$ cat src/rtl/seq_mpy_pkg.sv
// Shared arithmetic-unit constants: function-select codes and the
// sequential multiplier state encoding.
package seq_mpy_pkg;

    // Function-select codes common to the ALU and the arithmetic units
    localparam logic [4:0] FsMulSigned   = 5'h1E;
    localparam logic [4:0] FsMulUnsigned = 5'h1D;

    // Sequential multiplier control states
    typedef enum logic [1:0] {
        StIdle = 2'd0,
        StCalc = 2'd1,
        StFix  = 2'd2
    } mpy_state_e;

    // True when the function-select code is one the multiplier handles
    function automatic logic fs_is_mul(input logic [4:0] fs);
        return (fs == FsMulSigned) || (fs == FsMulUnsigned);
    endfunction

endpackage

$ cat src/rtl/seq_mpy.sv
// Radix-2 sequential shift-add multiplier, signed or unsigned, producing an
// exact 2*WIDTH product with negative and zero flags after WIDTH+1 cycles.
module seq_mpy
    import seq_mpy_pkg::*;
#(
    parameter int unsigned WIDTH = 32
) (
    input  logic             clk,
    input  logic             reset,
    input  logic             start,
    input  logic [4:0]       FS,
    input  logic [WIDTH-1:0] S,
    input  logic [WIDTH-1:0] T,
    output logic             busy,
    output logic             done,
    output logic [WIDTH-1:0] Y_hi,
    output logic [WIDTH-1:0] Y_lo,
    output logic             N,
    output logic             Z
);

    localparam int unsigned PW   = 2 * WIDTH;
    localparam int unsigned CntW = $clog2(WIDTH + 1);

    mpy_state_e       state_q, state_d;
    logic [CntW-1:0]  cnt_q, cnt_d;
    logic [PW-1:0]    acc_q, acc_d;
    logic [PW-1:0]    mcand_q, mcand_d;
    logic [WIDTH-1:0] mplier_q, mplier_d;
    logic             neg_q, neg_d;
    logic             sgn_q, sgn_d;
    logic [WIDTH-1:0] y_hi_q, y_hi_d;
    logic [WIDTH-1:0] y_lo_q, y_lo_d;
    logic             n_q, n_d;
    logic             z_q, z_d;
    logic             done_q, done_d;

    logic             is_signed;
    logic             fs_ok;
    logic [WIDTH-1:0] s_mag;
    logic [WIDTH-1:0] t_mag;
    logic [PW-1:0]    prod;

    assign is_signed = (FS == FsMulSigned);
    assign fs_ok     = fs_is_mul(FS);

    // Magnitudes: -2^(WIDTH-1) maps to 2^(WIDTH-1), which still fits unsigned
    assign s_mag = (is_signed && S[WIDTH-1]) ? ({WIDTH{1'b0}} - S) : S;
    assign t_mag = (is_signed && T[WIDTH-1]) ? ({WIDTH{1'b0}} - T) : T;

    // Re-apply the result sign to the magnitude product
    assign prod = neg_q ? ({PW{1'b0}} - acc_q) : acc_q;

    // Next-state and datapath control
    always_comb begin
        state_d  = state_q;
        cnt_d    = cnt_q;
        acc_d    = acc_q;
        mcand_d  = mcand_q;
        mplier_d = mplier_q;
        neg_d    = neg_q;
        sgn_d    = sgn_q;
        y_hi_d   = y_hi_q;
        y_lo_d   = y_lo_q;
        n_d      = n_q;
        z_d      = z_q;
        done_d   = 1'b0;

        unique case (state_q)
            StIdle: begin
                // Unsupported codes leave every register untouched
                if (start && fs_ok) begin
                    sgn_d    = is_signed;
                    neg_d    = is_signed & (S[WIDTH-1] ^ T[WIDTH-1]);
                    mcand_d  = {{WIDTH{1'b0}}, s_mag};
                    mplier_d = t_mag;
                    acc_d    = '0;
                    cnt_d    = CntW'(WIDTH);
                    state_d  = StCalc;
                end
            end
            StCalc: begin
                if (mplier_q[0]) begin
                    acc_d = acc_q + mcand_q;
                end
                mcand_d  = mcand_q << 1;
                mplier_d = mplier_q >> 1;
                cnt_d    = cnt_q - CntW'(1);
                if (cnt_q == CntW'(1)) begin
                    state_d = StFix;
                end
            end
            StFix: begin
                y_hi_d  = prod[PW-1:WIDTH];
                y_lo_d  = prod[WIDTH-1:0];
                n_d     = sgn_q & prod[PW-1];
                z_d     = (prod == '0);
                done_d  = 1'b1;
                state_d = StIdle;
            end
            default: begin
                state_d = StIdle;
            end
        endcase
    end

    // State and datapath registers; reset aborts any operation in flight
    always_ff @(posedge clk or negedge reset) begin
        if (!reset) begin
            state_q  <= StIdle;
            cnt_q    <= '0;
            acc_q    <= '0;
            mcand_q  <= '0;
            mplier_q <= '0;
            neg_q    <= 1'b0;
            sgn_q    <= 1'b0;
            y_hi_q   <= '0;
            y_lo_q   <= '0;
            n_q      <= 1'b0;
            z_q      <= 1'b0;
            done_q   <= 1'b0;
        end else begin
            state_q  <= state_d;
            cnt_q    <= cnt_d;
            acc_q    <= acc_d;
            mcand_q  <= mcand_d;
            mplier_q <= mplier_d;
            neg_q    <= neg_d;
            sgn_q    <= sgn_d;
            y_hi_q   <= y_hi_d;
            y_lo_q   <= y_lo_d;
            n_q      <= n_d;
            z_q      <= z_d;
            done_q   <= done_d;
        end
    end

    assign busy = (state_q != StIdle);
    assign done = done_q;
    assign Y_hi = y_hi_q;
    assign Y_lo = y_lo_q;
    assign N    = n_q;
    assign Z    = z_q;

endmodule

$ cat config.mk
export PLATFORM = sky130hd
export DESIGN_NAME = seq_mpy
export DESIGN_NICKNAME = d
export VERILOG_FILES = /design/src/rtl/seq_mpy_pkg.sv /design/src/rtl/seq_mpy.sv
export SDC_FILE = /design/constraint.sdc
export NUM_CORES = 1
export LEC_CHECK = 0
export CAP_MARGIN = 0
export CORE_AREA = 2 2 260 185
export DETAILED_ROUTE_END_ITERATION = 10
export DIE_AREA = 0 0 262 187
export PLACE_DENSITY = 0.53
export SLEW_MARGIN = 20
export SYNTH_ARGS = -nofsm -noshare
export SYNTH_HDL_FRONTEND = slang
export SYNTH_SLANG_ARGS = --single-unit
$ cat constraint.sdc
create_clock -name clk -period 3.45 [get_ports clk]
set_input_delay 0.8625 -clock clk [delete_from_list [all_inputs] [get_ports clk]]
set_output_delay 0.8625 -clock clk [all_outputs]
set_load 0.01 [all_outputs]
# After elaboration in Yosys (flattened, before gate mapping)
# Index checks and enable logic that the tools add are counted.
# Widths: inputs -> output; s select.
[classes]
n_addsub = 5
eq_ne = 8
n_mux = 16
n_bitwise = 3
n_reduce_logical = 12
[op_table]
columns = ["cell", "count"]
rows = [
  ["$mux 64", 4],
  ["$pmux 64 s2", 2],
  ["$mux 32", 3],
  ["$add 64x64->64", 1],
  ["$logic_not 64->1", 1],
  ["$pmux 32 s2", 1],
  ["$sub 1x32->32 const A", 2],
  ["$sub 1x64->64 const A", 1],
  ["$pmux 6 s2", 1],
  ["$eq 5x5->1 const B", 2],
  ["$eq 6x1->1 const B", 1],
  ["$mux 6", 1],
  ["$ne 2x2->1 const B", 3],
  ["$reduce_and 2->1", 3],
  ["$sub 6x1->6 const B", 1],
  ["$mux 2", 2],
  ["$pmux 2 s2", 1],
  ["$reduce_bool 2->1", 2],
  ["$logic_and 1x1->1", 3],
  ["$reduce_and 3->1", 1],
  ["$and 1x1->1", 2],
  ["$eq 2x1->1 const B", 1],
  ["$eq 2x2->1 const B", 1],
  ["$logic_not 2->1", 1],
  ["other kinds (3)", 3],
]
[totals]
reg_bits = 237
input_bits = 72
elab_cells = 56

# Logic depth before layout (Yosys ltp)
# Gate-level depths: netlist of run 1.
[logic_depth]
word_depth = 5
ltp_mapped = 14
mapped_depth_nobuf = 14

# Least setup slack after synthesis of run 1
# No wires, ideal clock.
[synth_timing]
path_kind = "in2reg"
start = "in S[7]"
end = "reg mcand_q[29]"
arrival_time_ns = 3.306
t_required_ns = 3.321
slack_ns = 0.015
path_stages = 9
path_buffers = 0
cell_sequence = "or4_1 -> or3_1 -> nand2b_1 -> or4_1 -> nand2b_1 -> o41ai_1 -> o21ai_0 -> xnor2_1 -> o21ai_1"
[synth_via]
elab_chain_cells = 4
[synth_rtl]
columns = ["element", "line", "source"]
rows = [
  ["start, declared", "seq_mpy.sv:12", "input logic [WIDTH-1:0] S,"],
  ["$sub 1x32->32", "seq_mpy.sv:48", "assign s_mag = (is_signed && S[WIDTH-1]) ? ({WIDTH{1'b0}} - S) : S;"],
  ["$mux 32", "seq_mpy.sv:48", ""],
  ["$mux 64", "seq_mpy.sv:72", "if (start && fs_ok) begin"],
  ["$pmux 64 s2", "seq_mpy.sv:69", "unique case (state_q)"],
  ["end signal, assigned", "seq_mpy.sv:126", "mcand_q <= mcand_d;"],
  ["end, declared", "seq_mpy.sv:28", "logic [PW-1:0] mcand_q, mcand_d;"],
]
# No other way between the ends. The select of a mux whose other input is x is not followed.
# A chain may end at the register's enable or synchronous reset.

# Worst setup path after layout of run 1
[layout_timing]
start = "reg acc_q[19]"
end = "reg z_q, in the netlist Z"
[layout_via]
elab_chain_cells = 3
[layout_rtl]
columns = ["element", "line", "source"]
rows = [
  ["start, declared", "seq_mpy.sv:27", "logic [PW-1:0] acc_q, acc_d;"],
  ["start signal, assigned", "seq_mpy.sv:112", "acc_q <= '0;"],
  ["start signal, assigned", "seq_mpy.sv:125", "acc_q <= acc_d;"],
  ["$sub 1x64->64", "seq_mpy.sv:52", "assign prod = neg_q ? ({PW{1'b0}} - acc_q) : acc_q;"],
  ["$mux 64 (*)", "seq_mpy.sv:52", ""],
  ["$logic_not 64->1 (*)", "seq_mpy.sv:97", "z_d = (prod == '0);"],
  ["end signal, assigned", "seq_mpy.sv:133", "z_q <= z_d;"],
  ["end, declared", "seq_mpy.sv:35", "logic z_q, z_d;"],
]
# Mark *: on every way between the ends. The rest lies on a longest branch, timed or not.

==> results.cfg, run 1 <==
[run_status]
status = finished with violations
violations = setup timing

[sta]
slew_headroom_pct = 45.92
finalCriticalPeriod_ns = 3.551
report.final.slew_viol_count = 0
tightest_slew_ns = 0.8113
setup_violations = 1
fin_worst_skew_ns = 0.008486
hold_viol = 0
finalCritPeriodShare_pct = 102.9
fmax_mhz = 281.6
fin_ws_ns = -0.1011
rsz0062_at_grt = yes

[placement]
portBuffers = 139
post_dp_cell_area_sq_um = 19980
place_congestion = 0.9111
post-dp-hpwl_microns = 40560
pre_cts_slack_ns = -0.5693

[die]
die_w_microns = 262
num_rows = 67
start_util_pct = 34.45
dieArea_sq_um = 48990
die_h_microns = 187
ios = 140
coreArea_sq_um = 46950

[grt]
grt_use_total_pct = 20.91
antenna_found_initial = 0
grt_pass1_vias = 14475
grt_overflow_total = 0
grt_first_pass_wirelength_microns = 81930
grt_max_degree = 129

[setup_path]
worstPathRequired_ns = 3.94
critPathMostFrequentCell = or4_4
crit_family = simple AND/OR/NAND/NOR gates
start_kind = flip-flop
path_cells = or3_4, or4_4, or4_4, or4_4, o21a_1, o32ai_2, nand4_1, nor4_2, nand4_1, o21ai_1
criticalPathCategory = reg2reg
critPathBufInv = 0
cp-end-kind = flip-flop
worst-path-max-fanout = 4
cp_slowest_stage_delay_ns = 0.54
cp_slowest_cell = or4_4
arrival_ns = 4.04

[logic_synthesis]
synthArstFlopShare_pct = 100.0
synth_nets = 2099
syn-cell-area_sq_um = 16170
synth_ff_type = dfrtp_1
synth_edf_count = 0
synth_warnings = 0
synthCells = 1957
synth_cell_types = 74
ys_seq_elements = 237
avgSynthCellArea_sq_um = 8.264
ys_seq_area_share_pct = 36.67

[route]
routed_via_density = 5.321
wl_per_cell_microns = 17.76
dr.pass1.iters = 5
route.detailed.drc = 0
postRouteWirelength_microns = 51760
vias = 15512
ant_nets = 0
drtIter0Drc = 1256

[finish]
final_cell_mix = o21ai_0, nand2_1, buf_4
final_common_cell = o21ai_0
final_nets = 2414
finish.instance_area_sq_um = 21330
drive_gt1_share_pct = 17.98
syn_to_final_growth_pct = 31.91

[cts]
clkSinkCount = 237
cts-root-buf = clkbuf_16
cts_tree = done
worstSkewPairLatency_ns = 0.57
clk_pin_slew_ns = 0.06
clockBufferDepth = 3
cts_made_buffers = 28
cts_hold_buf = 0
htree_levels = 1

[pwr]
vdd_ir_drop_max_mv = 0.3571
leakagePower_uw = 0.009300
cellPowerDensity_nw_per_um2 = 788.3

[flow_run]
drv_cap = 0

[worst_hold_path]
hp-class = in2async
[path summary, 6_finish.rpt]
check | to | slack, ns | depth (start not counted) | startpoint
worst max register to register | Z$_DFFE_PN0P_ | -0.10 | 10 | acc_q[19]$_DFFE_PN0P_
max in group asynchronous | acc_q[57]$_DFFE_PN0P_ | 2.44 | 2 | reset
worst min register to register | N$_DFFE_PN0P_ | 0.47 | 2 | N$_DFFE_PN0P_
min in group clk | N$_DFFE_PN0P_ | 0.47 | 2 | N$_DFFE_PN0P_
worst min-delay path | Y_lo[4]$_DFFE_PN0P_ | 0.24 | 1 | reset
worst max-delay path | Z$_DFFE_PN0P_ | -0.10 | 10 | acc_q[19]$_DFFE_PN0P_
[timing repair]
| action | 4_1_cts | 5_1_grt |
|---|---|---|
| buffers inserted | 8 | 3 |
| gates resized for setup | 16 | 53 |
| pin swaps | 6 | 18 |
| setup endpoints to repair | 11 | 32 |
[cells in the mapped netlist (4+ instances only)]
cell type | number | area [sq um]
a211oi_1 | 4 | 30.03
a21boi_0 | 7 | 52.55
a21o_1 | 38 | 285.3
a21oi_1 | 98 | 490.5
a22o_1 | 7 | 61.31
a22oi_1 | 60 | 450.4
a31oi_1 | 16 | 100.1
a41oi_1 | 5 | 43.79
and2_1 | 9 | 56.30
and3_1 | 6 | 37.54
and4_1 | 4 | 35.03
buf_1 | 9 | 33.78
clkbuf_1 | 129 | 484.2
dfrtp_1 | 237 | 5931
ha_1 | 69 | 863.3
inv_1 | 34 | 127.6
mux2i_1 | 4 | 40.04
nand2_1 | 292 | 1096
nand2b_1 | 23 | 143.9
nand3_1 | 54 | 270.3
nand4_1 | 35 | 219.0
nand4b_1 | 6 | 52.55
nor2_1 | 62 | 232.7
nor2b_1 | 10 | 62.56
nor3_1 | 37 | 185.2
nor4_1 | 19 | 118.9
o211ai_1 | 8 | 60.06
o21a_1 | 13 | 97.59
o21ai_0 | 304 | 1521
o21ai_1 | 12 | 60.06
o21bai_1 | 13 | 97.59
o31ai_1 | 29 | 217.7
o32ai_1 | 8 | 70.07
o41ai_1 | 9 | 78.83
or2_2 | 8 | 50.05
or3_1 | 17 | 106.4
or4_1 | 15 | 112.6
or4_4 | 4 | 45.04
xnor2_1 | 70 | 613.1
xor2_1 | 116 | 1016
[through the flow]
stage	cells	util [%]	hold slack, ns	total power (uW)	TNS (ns)
finish	2915	45.45	0.2403	16820	-0.1011
global placement	2852	42.56	0.4517	13300	-3.307
CTS	2910	44.86	0.2410	16670	-0.06893
detailed placement	2852	42.56	0.4620	13440	-3.773
floorplan	1957	-	0.4354	9355	0
global route	2913	45.43	0.2697	18090	-0.2240
[area by class of cell]
type / instances / area [sq um]
multi-input combinational: 1544 / 9886
tap: 621 / 777.0
fill: 4615 / 25610
clock inverter: 13 / 148.9
antenna: 2 / 5.005
timing repair buffer: 427 / 3649
clock buffer: 37 / 805.8
inverter: 34 / 127.6
sequential: 237 / 5936
[cell families (layout without fill, tap and decap cells)]
| family | Yosys count | count (layout) | synth area share (%) |
|---|---|---|---|
| adders and majority gates | 70 | 70 | 5.462 |
| AOI/OAI and AO/OA | 664 | 664 | 24.83 |
| DFF | 237 | 237 | 36.67 |
| other | 0 | 2 | 0 |
| muxes | 5 | 5 | 0.3172 |
| and+or+nand+nor | 619 | 619 | 18.49 |
| buffers and inverters | 176 | 511 | 4.154 |
| xor gates and xnor gates | 186 | 186 | 10.07 |
[registers in the layout (all words and copies together), names as in the netlist, 2 cells and up]
name      count
Y_lo         32
state_q       2
mcand_q      64
Y_hi         32
acc_q        64
mplier_q     32
cnt_q         6
[per-layer routing]
metal | global-route usage [%] | part of all wire, % | wire length [microns] | vias to the layer above
li1 | - | - | - | 7702
met1 | 35.48 | 55 | 28280 | 7319
met2 | 27.35 | 38 | 19460 | 438
met3 | 3.306 | 6.3 | 3271 | 53
met4 | 2.912 | 1.4 | 748 | 0
met5 | 0 | 0 | 0 | -
[report_power, final]
part / total [uW] / internal (uW) / switching (uW)
Sequential: 4800 / 3800 / 998
Combinational: 8950 / 4060 / 4890
Clock: 3060 / 1860 / 1210
(Power assumes the default switching activity.)
==> run 2, diff against run 1 <==
--- a/config.mk
+++ b/config.mk
@@ -5,11 +5,13 @@
 export SDC_FILE = /design/constraint.sdc
 export NUM_CORES = 1
 export LEC_CHECK = 0
+export ABC_CLOCK_PERIOD_IN_PS = 3450
 export CAP_MARGIN = 0
-export CORE_AREA = 2 2 260 185
+export CORE_AREA = 2 2 185 260
 export DETAILED_ROUTE_END_ITERATION = 10
-export DIE_AREA = 0 0 262 187
-export PLACE_DENSITY = 0.53
+export DIE_AREA = 0 0 187 262
+export PLACE_DENSITY = 0.52
+export SKIP_CTS_REPAIR_TIMING = 1
 export SLEW_MARGIN = 20
 export SYNTH_ARGS = -nofsm -noshare
 export SYNTH_HDL_FRONTEND = slang
==> results.cfg, run 2 (synthesis results as in run 1) <==
[setup_path]
worstPathRequired_ns = 3.93
critPathBufInv = 1
worst-path-max-fanout = 6
worstSetupPathDepth = 12
reg2reg_from = acc_q[19]$_DFFE_PN0P_
cp-end-kind = flip-flop
criticalPathCategory = reg2reg
ff2ff_path_depth = 12
arrival_ns = 4.00
cp_slowest_stage_delay_ns = 0.52
crit_family = simple AND/OR/NAND/NOR gates
cp_slowest_cell = or4_4
timing.rr.end = Z$_DFFE_PN0P_
start_kind = flip-flop
r2r_slack_ns = -0.08
path_cells = or3_4, or4_4, or4_4, buf_6, nor2_8, nand2_2, or3_4, o31a_1, xor2_1, nor4_2, nand4_1, o21ai_1

[die]
die_h_microns = 262
ios = 140
start_util_pct = 34.64
die_w_microns = 187
dieArea_sq_um = 48990
coreArea_sq_um = 46690
num_rows = 94

[finish]
post-route-util_pct = 45.28
final_nets = 2389
final_common_cell = o21ai_0
syn_to_final_growth_pct = 30.73
final_cell_mix = o21ai_0, nand2_1, buf_4
reg.largest.list = acc_q: 64 flops, mcand_q: 64 flops
diodes = 0
finish.instance_area_sq_um = 21140
drive_gt1_share_pct = 17.29

[route]
postRouteWirelength_microns = 49180
wl_per_cell_microns = 17.01
ant_nets = 0
drtIter0Drc = 847
route.detailed.drc = 0
dr.pass1.iters = 5
vias = 15150
routed_via_density = 5.240

[cts]
clkSinkCount = 237
cts-root-buf = clkbuf_16
cts_made_buffers = 26
clockBufferDepth = 3
cts_tree = done
clk_pin_slew_ns = 0.06
htree_levels = 1
worstSkewPairLatency_ns = 0.57

[run_status]
violations = setup timing
status = finished with violations

[sta]
slew_headroom_pct = 30.11
fin_worst_skew_ns = 0.02056
fmax_mhz = 283.6
fin_ws_ns = -0.07620
report.final.slew_viol_count = 0
hold_ws_ns = 0.1935
tightest_slew_ns = 1.046
rsz0062_at_grt = yes
setup_violations = 1
hold_viol = 0
finalCriticalPeriod_ns = 3.526
finalCritPeriodShare_pct = 102.2

[pwr]
fin_total_pwr_uw = 16390
vdd_ir_drop_max_mv = 0.3473
leakagePower_uw = 0.009141
cellPowerDensity_nw_per_um2 = 775.1

[grt]
grt_max_degree = 99
grt_overflow_total = 0
grt_first_pass_wirelength_microns = 79490
antenna_found_initial = 0
grt_use_total_pct = 19.88
grt_pass1_vias = 15037

[placement]
portBuffers = 139
post_dp_cell_area_sq_um = 19790
pre_cts_slack_ns = -0.5808
place_congestion = 0.8875
post-dp-hpwl_microns = 38020

[flow_run]
drv_cap = 0

[worst_hold_path]
hp-class = in2async
run 2: how the worst max path moves through the flow:
stage                                from                 endpoint  slack (ns)
global route         acc_q[9]$_DFFE_PN0P_            Z$_DFFE_PN0P_       -0.21
floorplan                            S[7]  mcand_q[29]$_DFFE_PN0P_        0.01
detailed placement                   S[7]  mcand_q[29]$_DFFE_PN0P_       -0.58
global placement                     S[7]  mcand_q[29]$_DFFE_PN0P_       -0.57
finish              acc_q[19]$_DFFE_PN0P_            Z$_DFFE_PN0P_       -0.08
CTS                 acc_q[19]$_DFFE_PN0P_            Z$_DFFE_PN0P_       -0.23
run 2: report_power, final:
group	switching (uW)	internal, uW	total (uW)
clock network	1230	1750	2980
registers	961	3800	4760
logic	4670	3970	8640
run 2: stage by stage:
step / std cells / setup TNS, ns
finish: 2891 / -0.07620
global route: 2891 / -0.6803
global placement: 2831 / -3.408
detailed placement: 2831 / -4.135
CTS: 2879 / -0.8832
floorplan: 1957 / 0
run 2: final cells by class:
class | count | area, sq um
Tap cell | 624 | 780.7
Multi-Input combinational cell | 1544 | 9953
Sequential cell | 237 | 5933
Timing Repair Buffer | 404 | 3447
Clock buffer | 33 | 706.9
Fill cell | 4643 | 25550
Inverter | 34 | 127.6
Clock inverter | 15 | 193.9
run 2: layer usage:
layer	track usage (%)	wire length, microns
met2	35.80	24080
met3	1.749	1279
met4	5.467	1088
met5	0	0
met1	25.57	22740
